===== src/rtl/alu_issue.sv =====
// alu_issue: single-outstanding issue stage between a request port and an ALU.
//   clk, reset_n             : clock, asynchronous active-low reset
//   req_valid/req_ready      : request handshake, req_opcode/req_a/req_b operands
//   rsp_valid/rsp_ready      : response handshake, rsp_result/rsp_overflow/rsp_error/rsp_timeout
//   alu_a/alu_b/alu_opcode   : operand registers driven to the ALU, alu_enable high in EXEC
//   alu_result/alu_overflow/alu_error/alu_done : ALU outputs, sampled only in EXEC
//   busy                     : not IDLE
//   sticky_ovf/sticky_err    : accumulated flags, cleared by clr_sticky
//   op_count                 : completed response handshakes, wraps at 16 bits
module alu_issue #(
    parameter int unsigned TIMEOUT = 4
) (
    input  logic        clk,
    input  logic        reset_n,
    input  logic        req_valid,
    output logic        req_ready,
    input  logic [4:0]  req_opcode,
    input  logic [31:0] req_a,
    input  logic [31:0] req_b,
    output logic        rsp_valid,
    input  logic        rsp_ready,
    output logic [31:0] rsp_result,
    output logic        rsp_overflow,
    output logic        rsp_error,
    output logic        rsp_timeout,
    output logic [31:0] alu_a,
    output logic [31:0] alu_b,
    output logic [4:0]  alu_opcode,
    output logic        alu_enable,
    input  logic [31:0] alu_result,
    input  logic        alu_overflow,
    input  logic        alu_error,
    input  logic        alu_done,
    output logic        busy,
    output logic        sticky_ovf,
    output logic        sticky_err,
    input  logic        clr_sticky,
    output logic [15:0] op_count
);
    localparam logic [1:0] IDLE = 2'd0;
    localparam logic [1:0] EXEC = 2'd1;
    localparam logic [1:0] RESP = 2'd2;
    localparam logic [7:0] WAIT_LAST = 8'(TIMEOUT - 1);

    logic [1:0]  state_q, state_d;
    logic [7:0]  wait_q, wait_d;
    logic [4:0]  opc_q;
    logic [31:0] a_q, b_q;
    logic [31:0] res_q, res_d;
    logic        ovf_q, ovf_d, err_q, err_d, tmo_q, tmo_d;
    logic        sovf_q, sovf_d, serr_q, serr_d;
    logic [15:0] cnt_q, cnt_d;
    logic        ready_q;
    logic        accept, complete, expire, capture, handshake;

    // ready_q keeps req_ready low until the first edge after reset release
    assign req_ready    = ready_q && state_q == IDLE;
    assign rsp_valid    = state_q == RESP;
    assign alu_enable   = state_q == EXEC;
    assign busy         = state_q != IDLE;
    assign alu_a        = a_q;
    assign alu_b        = b_q;
    assign alu_opcode   = opc_q;
    assign rsp_result   = res_q;
    assign rsp_overflow = ovf_q;
    assign rsp_error    = err_q;
    assign rsp_timeout  = tmo_q;
    assign sticky_ovf   = sovf_q;
    assign sticky_err   = serr_q;
    assign op_count     = cnt_q;

    always_comb begin
        accept    = req_valid && req_ready;
        complete  = state_q == EXEC && (alu_done || alu_error);
        // completion on the last wait cycle takes priority over the timeout
        expire    = state_q == EXEC && !complete && wait_q == WAIT_LAST;
        capture   = complete || expire;
        handshake = state_q == RESP && rsp_ready;
        state_d   = accept ? EXEC : capture ? RESP : handshake ? IDLE : state_q;
        wait_d    = state_q == EXEC ? wait_q + 8'd1 : 8'd0;
        res_d     = capture ? (complete ? alu_result : 32'd0) : res_q;
        ovf_d     = capture ? complete && alu_overflow : ovf_q;
        err_d     = capture ? expire || alu_error : err_q;
        tmo_d     = capture ? expire : tmo_q;
        // a flag arriving on the same edge as clr_sticky survives the clear
        sovf_d    = (capture && complete && alu_overflow) || (sovf_q && !clr_sticky);
        serr_d    = (capture && (expire || alu_error)) || (serr_q && !clr_sticky);
        cnt_d     = handshake ? cnt_q + 16'd1 : cnt_q;
    end

    always_ff @(posedge clk or negedge reset_n) begin
        if (!reset_n) begin
            state_q <= IDLE;
            wait_q  <= 8'd0;
            opc_q   <= 5'd0;
            a_q     <= 32'd0;
            b_q     <= 32'd0;
            res_q   <= 32'd0;
            ovf_q   <= 1'b0;
            err_q   <= 1'b0;
            tmo_q   <= 1'b0;
            sovf_q  <= 1'b0;
            serr_q  <= 1'b0;
            cnt_q   <= 16'd0;
            ready_q <= 1'b0;
        end else begin
            state_q <= state_d;
            wait_q  <= wait_d;
            if (accept) begin
                opc_q <= req_opcode;
                a_q   <= req_a;
                b_q   <= req_b;
            end
            res_q   <= res_d;
            ovf_q   <= ovf_d;
            err_q   <= err_d;
            tmo_q   <= tmo_d;
            sovf_q  <= sovf_d;
            serr_q  <= serr_d;
            cnt_q   <= cnt_d;
            ready_q <= 1'b1;
        end
    end
endmodule


===== config.mk =====
export PLATFORM = sky130hd
export DESIGN_NAME = alu_issue
export DESIGN_NICKNAME = d
export VERILOG_FILES = /design/src/rtl/alu_issue.sv
export SDC_FILE = /design/constraint.sdc
export NUM_CORES = 1
export LEC_CHECK = 0
export CORE_MARGIN = 2
export CORE_UTILIZATION = 40
export CTS_BUF_LIST = sky130_fd_sc_hd__clkbuf_4 sky130_fd_sc_hd__clkbuf_8
export DETAILED_ROUTE_END_ITERATION = 8
export HOLD_SLACK_MARGIN = 0.02
export PLACE_DENSITY = 0.87
export SLEW_MARGIN = 20
export SYNTH_ARGS = -nofsm -noshare
export SYNTH_HDL_FRONTEND = slang
export SYNTH_SLANG_ARGS = --single-unit
export TNS_END_PERCENT = 100

===== constraint.sdc =====
create_clock -name clk -period 2 [get_ports clk]
set_clock_uncertainty 0.15 [all_clocks]
set_input_delay 0.4 -clock clk [delete_from_list [all_inputs] [get_ports clk]]
set_output_delay 0.4 -clock clk [all_outputs]
set_load 0.005 [all_outputs]

* Word-level counts from Yosys, hierarchy flattened *
Index checks and enable logic that the tools add are counted.

cells by class
  $add $sub $neg = 2
  multiplexer cells = 5
  equal/unequal tests = 3
  reductions and logical operators = 22

operators by type and width
  operator                 number
  $mux W32                 1
  $add A16 B1 Y16 const B  1
  $logic_and A1 B1 Y1      12
  $add A8 B1 Y8 const B    1
  $eq A8 B2 Y1 const B     1
  $mux W8                  1
  $mux W2                  3
  $logic_or A1 B1 Y1       5
  $reduce_bool A3 Y1       1
  $eq A2 B1 Y1 const B     1
  $eq A2 B2 Y1 const B     1
  $logic_not A1 Y1         2
  $logic_not A2 Y1         1
  $reduce_bool A2 Y1       1

storage, ports and cells
  bits in registers = 133
  word-level logic and storage cells = 45
  bits of input ports = 109

* Depth between registers and ports, before layout *
Gate-level depths: netlist of the first run.

  depth after elaboration = 9
  mapped depth = 7
  gate-level depth less buffers = 5

* Least setup slack after synthesis of the first run *
No wires, ideal clock.

  kind = reg-to-reg
  start = reg wait_q[0]
  end = reg tmo_q, in the netlist rsp_timeout
  setup slack = 0.220 ns
  cell stages (with the launch flop) = 8
  data required time = 1.732 ns
  arrival = 1.512 ns
  path through = dfrtp_1 ha_1 nor4b_1 and3_1 and2_1 buf_2 buf_2 a21o_1

between the ends
  cells in the longest elaborated chain, start to end = 3

ends and longest elaborated chain
  element                 RTL line  source
  start, declared         46        logic [7:0] wait_q, wait_d;
  start signal, assigned  108       wait_q <= wait_d;
  $eq A8 B2 Y1 *          76        expire = state_q == EXEC && !complete && wait_q == WAIT_LAST;
  $logic_and A1 B1 Y1 *   76
  $logic_or A1 B1 Y1      77        capture = complete || expire;
  end signal, assigned    117       tmo_q <= tmo_d;
  end, declared           50        logic ovf_q, ovf_d, err_q, err_d, tmo_q, tmo_d;

Mark *: on every way between the ends. The rest lies on a longest branch, timed or not.
A chain may end at the register's enable or synchronous reset.

* Final worst setup path of the first run *
  start = reg state_q[1]
  end = out busy

between the ends
  cells in the longest elaborated chain, start to end = 1

ends and longest elaborated chain
  element                 RTL line  source
  start, declared         45        logic [1:0] state_q, state_d;
  start signal, assigned  107       state_q <= state_d;
  $reduce_bool A2 Y1      60        assign busy = state_q != IDLE;
  end, declared           34        output logic busy,

No other way between the ends.

==> flow_summary.toml, run 1 <==
[floorplan]
io-pin-count = 235
die-area_mm2 = 0.01410
die_y_um = 118.8
initial_utilization = 0.4140
core_area_mm2 = 0.01272
die_w_um = 118.8
rows = 41

[cells_and_area]
syn_to_final_growth_pct = 59.76
fill_cells = 962
drive_above_1_share = 0.2241
diodes = 0
fin_nets = 797
final_area_mm2 = 0.008416
post-route-util = 0.6615

[status]
status = "finished with violations"
violations = "negative setup slack"

[logic_synthesis]
synthTopCellsByArea = "dfrtp_1 63%, mux2_2 15%, nand2_1 5.8%"
ys.flop_type = "dfrtp_1"
synth_edf_count = 0
syn_area_mm2 = 0.005268
yosysMostFrequentCell = "dfrtp_1"
synthTopCellsByCount = "133 x dfrtp_1, 81 x nand2_1, 69 x mux2_2"
synth_top_cell_by_area = "dfrtp_1"
ys_seq_elements = 133
ys_types = 34
synth_area_per_cell_um2 = 12.63
synth-seq-area-share = 0.6318
yosysWarnings = 0
syn_inst = 417
synth_top_area_share = 0.6318
syn_nets = 528
synth-async-reset-ratio = 1.000

[placement]
dpl_cell_area_mm2 = 0.007911
io_buffers = 234
gp_congestion = 0.8347
pre_cts_ws_ns = -0.1270
dpl.hpwl_mm = 10.24

[setup_path]
critPathRequiredTime_ns = 1.45
crit_arrival_ns = 1.45
critical_path_class = "reg -> out"
endpoint_kind = "output pin"
crit_path_start_kind = "register"
critPathMaxFanout = 4

[clocking]
cts.clk_slew.worst_paths_ns = 0.07
htreeDepth = 4
cts_tree = "done"
clk_latency_ns = 0.43
ctsRootBufferMaster = "clkbuf_8"
cts.sinks = 133
cts_max_path_buffers = 2
numCtsBuffers = 17

[timing]
setup_slack_ns = -0.002752
period_needed_ns = 2.003
post-route-period-util = 1.001
rsz0062_at_grt = "true"
drv_slew = 0
setup_violations = 1
hold_viol_final = 0
fmax_mhz = 499.3

[worst_hold_path]
min-delay-path-class = "in -> async"

[job]
cap_violations = 0

[pwr]
power.leakage_uw = 0.003627
power_per_cell_area_mw_per_mm2 = 1352
ir_drop_uv = 739.9

[routing]
wl_mm = 14.01
wl_per_cell_um = 16.14
first_iter_violations = 245
first_pass_iters = 4
num_vias = 4166
drc = 0
routed_via_density = 4.800
ant_nets = 0

[grt]
grt_usage = 0.2042
grt_pass1_vias = 4366
antenna_found_initial = 0
grt_pass1_wl_mm = 22.55
grt_max_degree = 61
overflow = 0
## state kept, by name (all words and copies together) (netlist names)
name	flops
alu_a	32
alu_b	32
alu_opcode	5
op_count	16
ready_q	1
rsp_error	1
rsp_overflow	1
rsp_result	32
rsp_timeout	1
state_q	2
sticky_err	1
sticky_ovf	1
wait_q	8
## report_power, final
part / switching (uW) / internal, uW / total, uW
Clock: 934 / 1180 / 2110
Sequential: 627 / 3830 / 4460
Combinational: 1640 / 3160 / 4810
## critical path, stage by stage (launching register included)
cell and delay (ns):
dfrtp_2 0.43, buf_6 0.13, buf_6 0.11, or2_4 0.23
buf_6 0.12
## final timing paths
path / startpoint / endpoint / slack [ns] / depth (start not counted)
min: reset_n / rsp_result[30]$_DFFE_PN0P_ / 0.31 / 2
min reg2reg: wait_q[0]$_DFF_PN0_ / wait_q[0]$_DFF_PN0_ / 0.33 / 1
max: state_q[1]$_DFFE_PN0P_ / busy / -0.003 / 4
max in group asynchronous: reset_n / alu_a[25]$_DFFE_PN0P_ / 0.78 / 3
max reg2reg: wait_q[0]$_DFF_PN0_ / rsp_result[0]$_DFFE_PN0P_ / 0.14 / 6
min in group clk: wait_q[0]$_DFF_PN0_ / wait_q[0]$_DFF_PN0_ / 0.33 / 1
## repair_timing
item | CTS | global route
hold endpoints to repair | 18 | 0
hold buffers | 1 | 0
buffers inserted | 4 | 8
endpoints found under the setup margin | 44 | 15
resized for setup | 20 | 8
## layout by cell type (no fill, tap or decap), types with 2 or more instances in the layout
master,instances
clkdlybuf4s50_1,229
nor3_1,2
nor2_2,2
xor2_1,9
buf_12,6
bufinv_16,2
inv_1,3
buf_6,3
nand3_1,7
nor2_1,14
buf_4,27
o21ai_0,28
clkbuf_4,5
dfrtp_1,125
clkbuf_8,18
xnor2_1,12
nand2_1,81
dfrtp_2,8
and2_1,3
nand4_1,4
clkinv_2,4
mux2_2,69
o21ai_1,9
and3_1,3
## area by class of cell
type / count / area [um^2] / area share
clock buffers: 23 / 285.3 / 0.03390
clock inverters: 6 / 80.08 / 0.009515
inverters: 4 / 15.01 / 0.001784
multi-input cells: 261 / 1799 / 0.2138
flip-flops and latches: 133 / 3338 / 0.3967
well taps: 172 / 215.2 / 0.02557
repair buffers: 269 / 2683 / 0.3188
## per-stage QoR
step	setup TNS (ns)	hold WS (ns)	instances	power, uW
6_report	-0.002752	0.3076	868	11380
5_1_grt	-0.06296	0.2837	868	12060
4_1_cts	-0.02552	0.2570	860	11480
3_5_place_dp	-1.748	0.1534	826	9210
3_3_place_gp	-0.8425	0.1438	826	8978
2_1_floorplan	0	-0.04559	417	6058
## layer usage
metal  up-vias  share of wire  wire length [um]  GRT usage
met5         -              0                 0          0
met4         0          0.026               367    0.08854
met3        33          0.070               977    0.06612
met2       160           0.51              7154     0.3484
met1      2046           0.39              5511     0.2345
li1       1927              -                 -          -
## cell families after synthesis
logic type / synth area share
AOI/OAI and AO/OA: 0.03943
xor gates and xnor gates: 0.03492
adders and majority gates: 0.004750
buffers and inverters: 0.03230
DFF: 0.6318
muxes: 0.1475
other: 0.0007119
and+or+nand+nor: 0.1086
(Power assumes the default switching activity.)
==> inputs of run 2 (changes only) <==
--- a/config.mk
+++ b/config.mk
@@ -5,12 +5,12 @@
 export SDC_FILE = /design/constraint.sdc
 export NUM_CORES = 1
 export LEC_CHECK = 0
-export CORE_MARGIN = 2
 export CORE_UTILIZATION = 40
 export CTS_BUF_LIST = sky130_fd_sc_hd__clkbuf_4 sky130_fd_sc_hd__clkbuf_8
 export DETAILED_ROUTE_END_ITERATION = 8
+export DONT_BUFFER_PORTS = 1
 export HOLD_SLACK_MARGIN = 0.02
-export PLACE_DENSITY = 0.87
+export PLACE_DENSITY = 0.64
 export SLEW_MARGIN = 20
 export SYNTH_ARGS = -nofsm -noshare
 export SYNTH_HDL_FRONTEND = slang
==> constraint.sdc (replaced) <==
create_clock -name clk -period 2 [get_ports clk]
set_clock_uncertainty 0.15 [all_clocks]
set_input_delay 0.4 -clock clk [delete_from_list [all_inputs] [get_ports clk]]
set_output_delay 0.4 -clock clk [all_outputs]
set_load 0.02 [all_outputs]
==> run 2 against run 1 <==
  * The flow finishes with violations (negative hold slack)
  * First-iteration DRC count is 44% lower
  * Critical path depth up 3
  * Cell count decreased by 16%
  * Flip-flop and latch count unchanged
  * Clock-buffer cell count stayed put
  * Register-to-register slack worse by 0.04 ns
  * Power down 10%
  * Via count down 15%
  * Critical path type is now reg -> reg
==> flow_summary.toml, run 2 (synthesis results as in run 1) <==
[clocking]
cts_max_path_buffers = 2
cts.sinks = 133
clk_latency_ns = 0.42
numCtsBuffers = 17
hold_buffers = 107
post_cts_buffers = 0
htreeDepth = 4
cts.clk_slew.worst_paths_ns = 0.07
ctsRootBufferMaster = "clkbuf_8"
cts_tree = "done"

[routing]
first_pass_iters = 4
ant_nets = 0
first_iter_violations = 136
wl_mm = 12.00
drc = 0
routed_via_density = 4.891
wl_per_cell_um = 16.51
num_vias = 3556

[floorplan]
die_y_um = 116.8
io-pin-count = 235
core_area_mm2 = 0.01272
rows = 41
die-area_mm2 = 0.01363
initial_utilization = 0.4140
die_w_um = 116.8

[timing]
setup_slack_ns = 0.09657
fmax_mhz = 525.4
drv_slew = 0
fin_hold_ws_ns = -0.4807
rsz0062_at_grt = "false"
setup_violations = 0
post-route-period-util = 0.9517
fin_setup_tns_ns = 0
period_needed_ns = 1.903
hold_viol_final = 133

[setup_path]
r2r_end = "state_q[0]$_DFFE_PN0P_"
slowest_delay_ns = 0.58
critical_path_class = "reg -> reg"
endpoint_kind = "register"
r2r_slack_ns = 0.1
crit-reg2reg-launch = "state_q[1]$_DFFE_PN0P_"
cp_num_buf_inv = 3
cpMaxStageDelayCell = "dlygate4sd3_1"
cp_cell_sequence = "buf_4, nand2b_4, inv_4, o21ai_2, dlygate4sd3_1, o21ai_0, nor2_1"
critPathRequiredTime_ns = 2.16
crit_path_start_kind = "register"
critPathMaxFanout = 6
crit_family = "buffers and inverters"
crit_arrival_ns = 2.06
reg2reg_depth = 7

[grt]
grt_pass1_vias = 3740
grt_pass1_wl_mm = 18.40
overflow = 0
grt_usage = 0.1813
grt_max_degree = 134
antenna_found_initial = 1

[placement]
gp_congestion = 0.7312
pre_cts_ws_ns = 0.08435
dpl.hpwl_mm = 7.558
io_buffers = 0

[worst_hold_path]
min-delay-path-class = "in -> async"

[cells_and_area]
syn_to_final_growth_pct = 32.14
fill_cells = 1051
final_common_cell = "dfrtp_1"
final_cell_mix = "133 x dfrtp_1, 107 x dlygate4sd3_1, 81 x nand2_1"
fin_nets = 654
drive_above_1_share = 0.2347

[job]
cap_violations = 0

[pwr]
power_per_cell_area_mw_per_mm2 = 1466
power.leakage_uw = 0.003063
ir_drop_uv = 789.2

[status]
violations = "negative hold slack"
status = "finished with violations"
run 2: power by group:
part	switching, uW	internal [uW]
combinational	1020	1210
clock	978	1000
sequential	2180	3820
run 2: how the worst max path moves through the flow:
stage                            from                         end  depth (start not counted)
2_1_floorplan  state_q[1]$_DFFE_PN0P_        alu_a[0]$_DFFE_PN0P_                          5
3_3_place_gp   state_q[1]$_DFFE_PN0P_       alu_b[15]$_DFFE_PN0P_                          4
5_1_grt        state_q[1]$_DFFE_PN0P_      state_q[0]$_DFFE_PN0P_                          7
3_5_place_dp      wait_q[0]$_DFF_PN0_  rsp_result[14]$_DFFE_PN0P_                          6
6_report       state_q[1]$_DFFE_PN0P_      state_q[0]$_DFFE_PN0P_                          7
4_1_cts        state_q[1]$_DFFE_PN0P_      state_q[0]$_DFFE_PN0P_                          7
run 2: layer usage:
| metal | routed length [um] | part of all wire | vias to the layer above | GRT usage |
|---|---|---|---|---|
| met3 | 1431 | 0.12 | 12 | 0.09704 |
| met1 | 4532 | 0.38 | 1703 | 0.1923 |
| met2 | 5901 | 0.49 | 195 | 0.3077 |
| met5 | 0 | 0 | - | 0 |
| li1 | - | - | 1646 | - |
| met4 | 139 | 0.012 | 0 | 0.06160 |
run 2: layout make-up:
class | count | area, um^2 | share of cell area
antenna | 1 | 2.502 | 0.0003595
clock buffer | 23 | 304.0 | 0.04368
clock inverter | 7 | 50.05 | 0.007190
inverter | 4 | 17.52 | 0.002517
multi-input combinational | 261 | 1792 | 0.2574
sequential | 133 | 3328 | 0.4782
tap | 172 | 215.2 | 0.03092
timing repair buffer | 126 | 1251 | 0.1798
run 2: repair_timing:
action                                  4_1_cts  5_1_grt
endpoints found under the setup margin        0       21
gates resized for setup                       0        3
endpoints found under the hold margin       241      133
run 2: metrics by stage:
| step | cell area, um^2 | instances | utilization | total power [uW] |
|---|---|---|---|---|
| 6_report | 6960 | 727 | 0.5471 | 10210 |
| 5_1_grt | 6958 | 726 | 0.5469 | 10790 |
| 4_1_cts | 6942 | 726 | 0.5456 | 10230 |
| 3_3_place_gp | 5517 | 589 | 0.4336 | 7905 |
| 3_5_place_dp | 5517 | 589 | 0.4336 | 8044 |
| 2_1_floorplan | 5273 | 417 | - | 7367 |
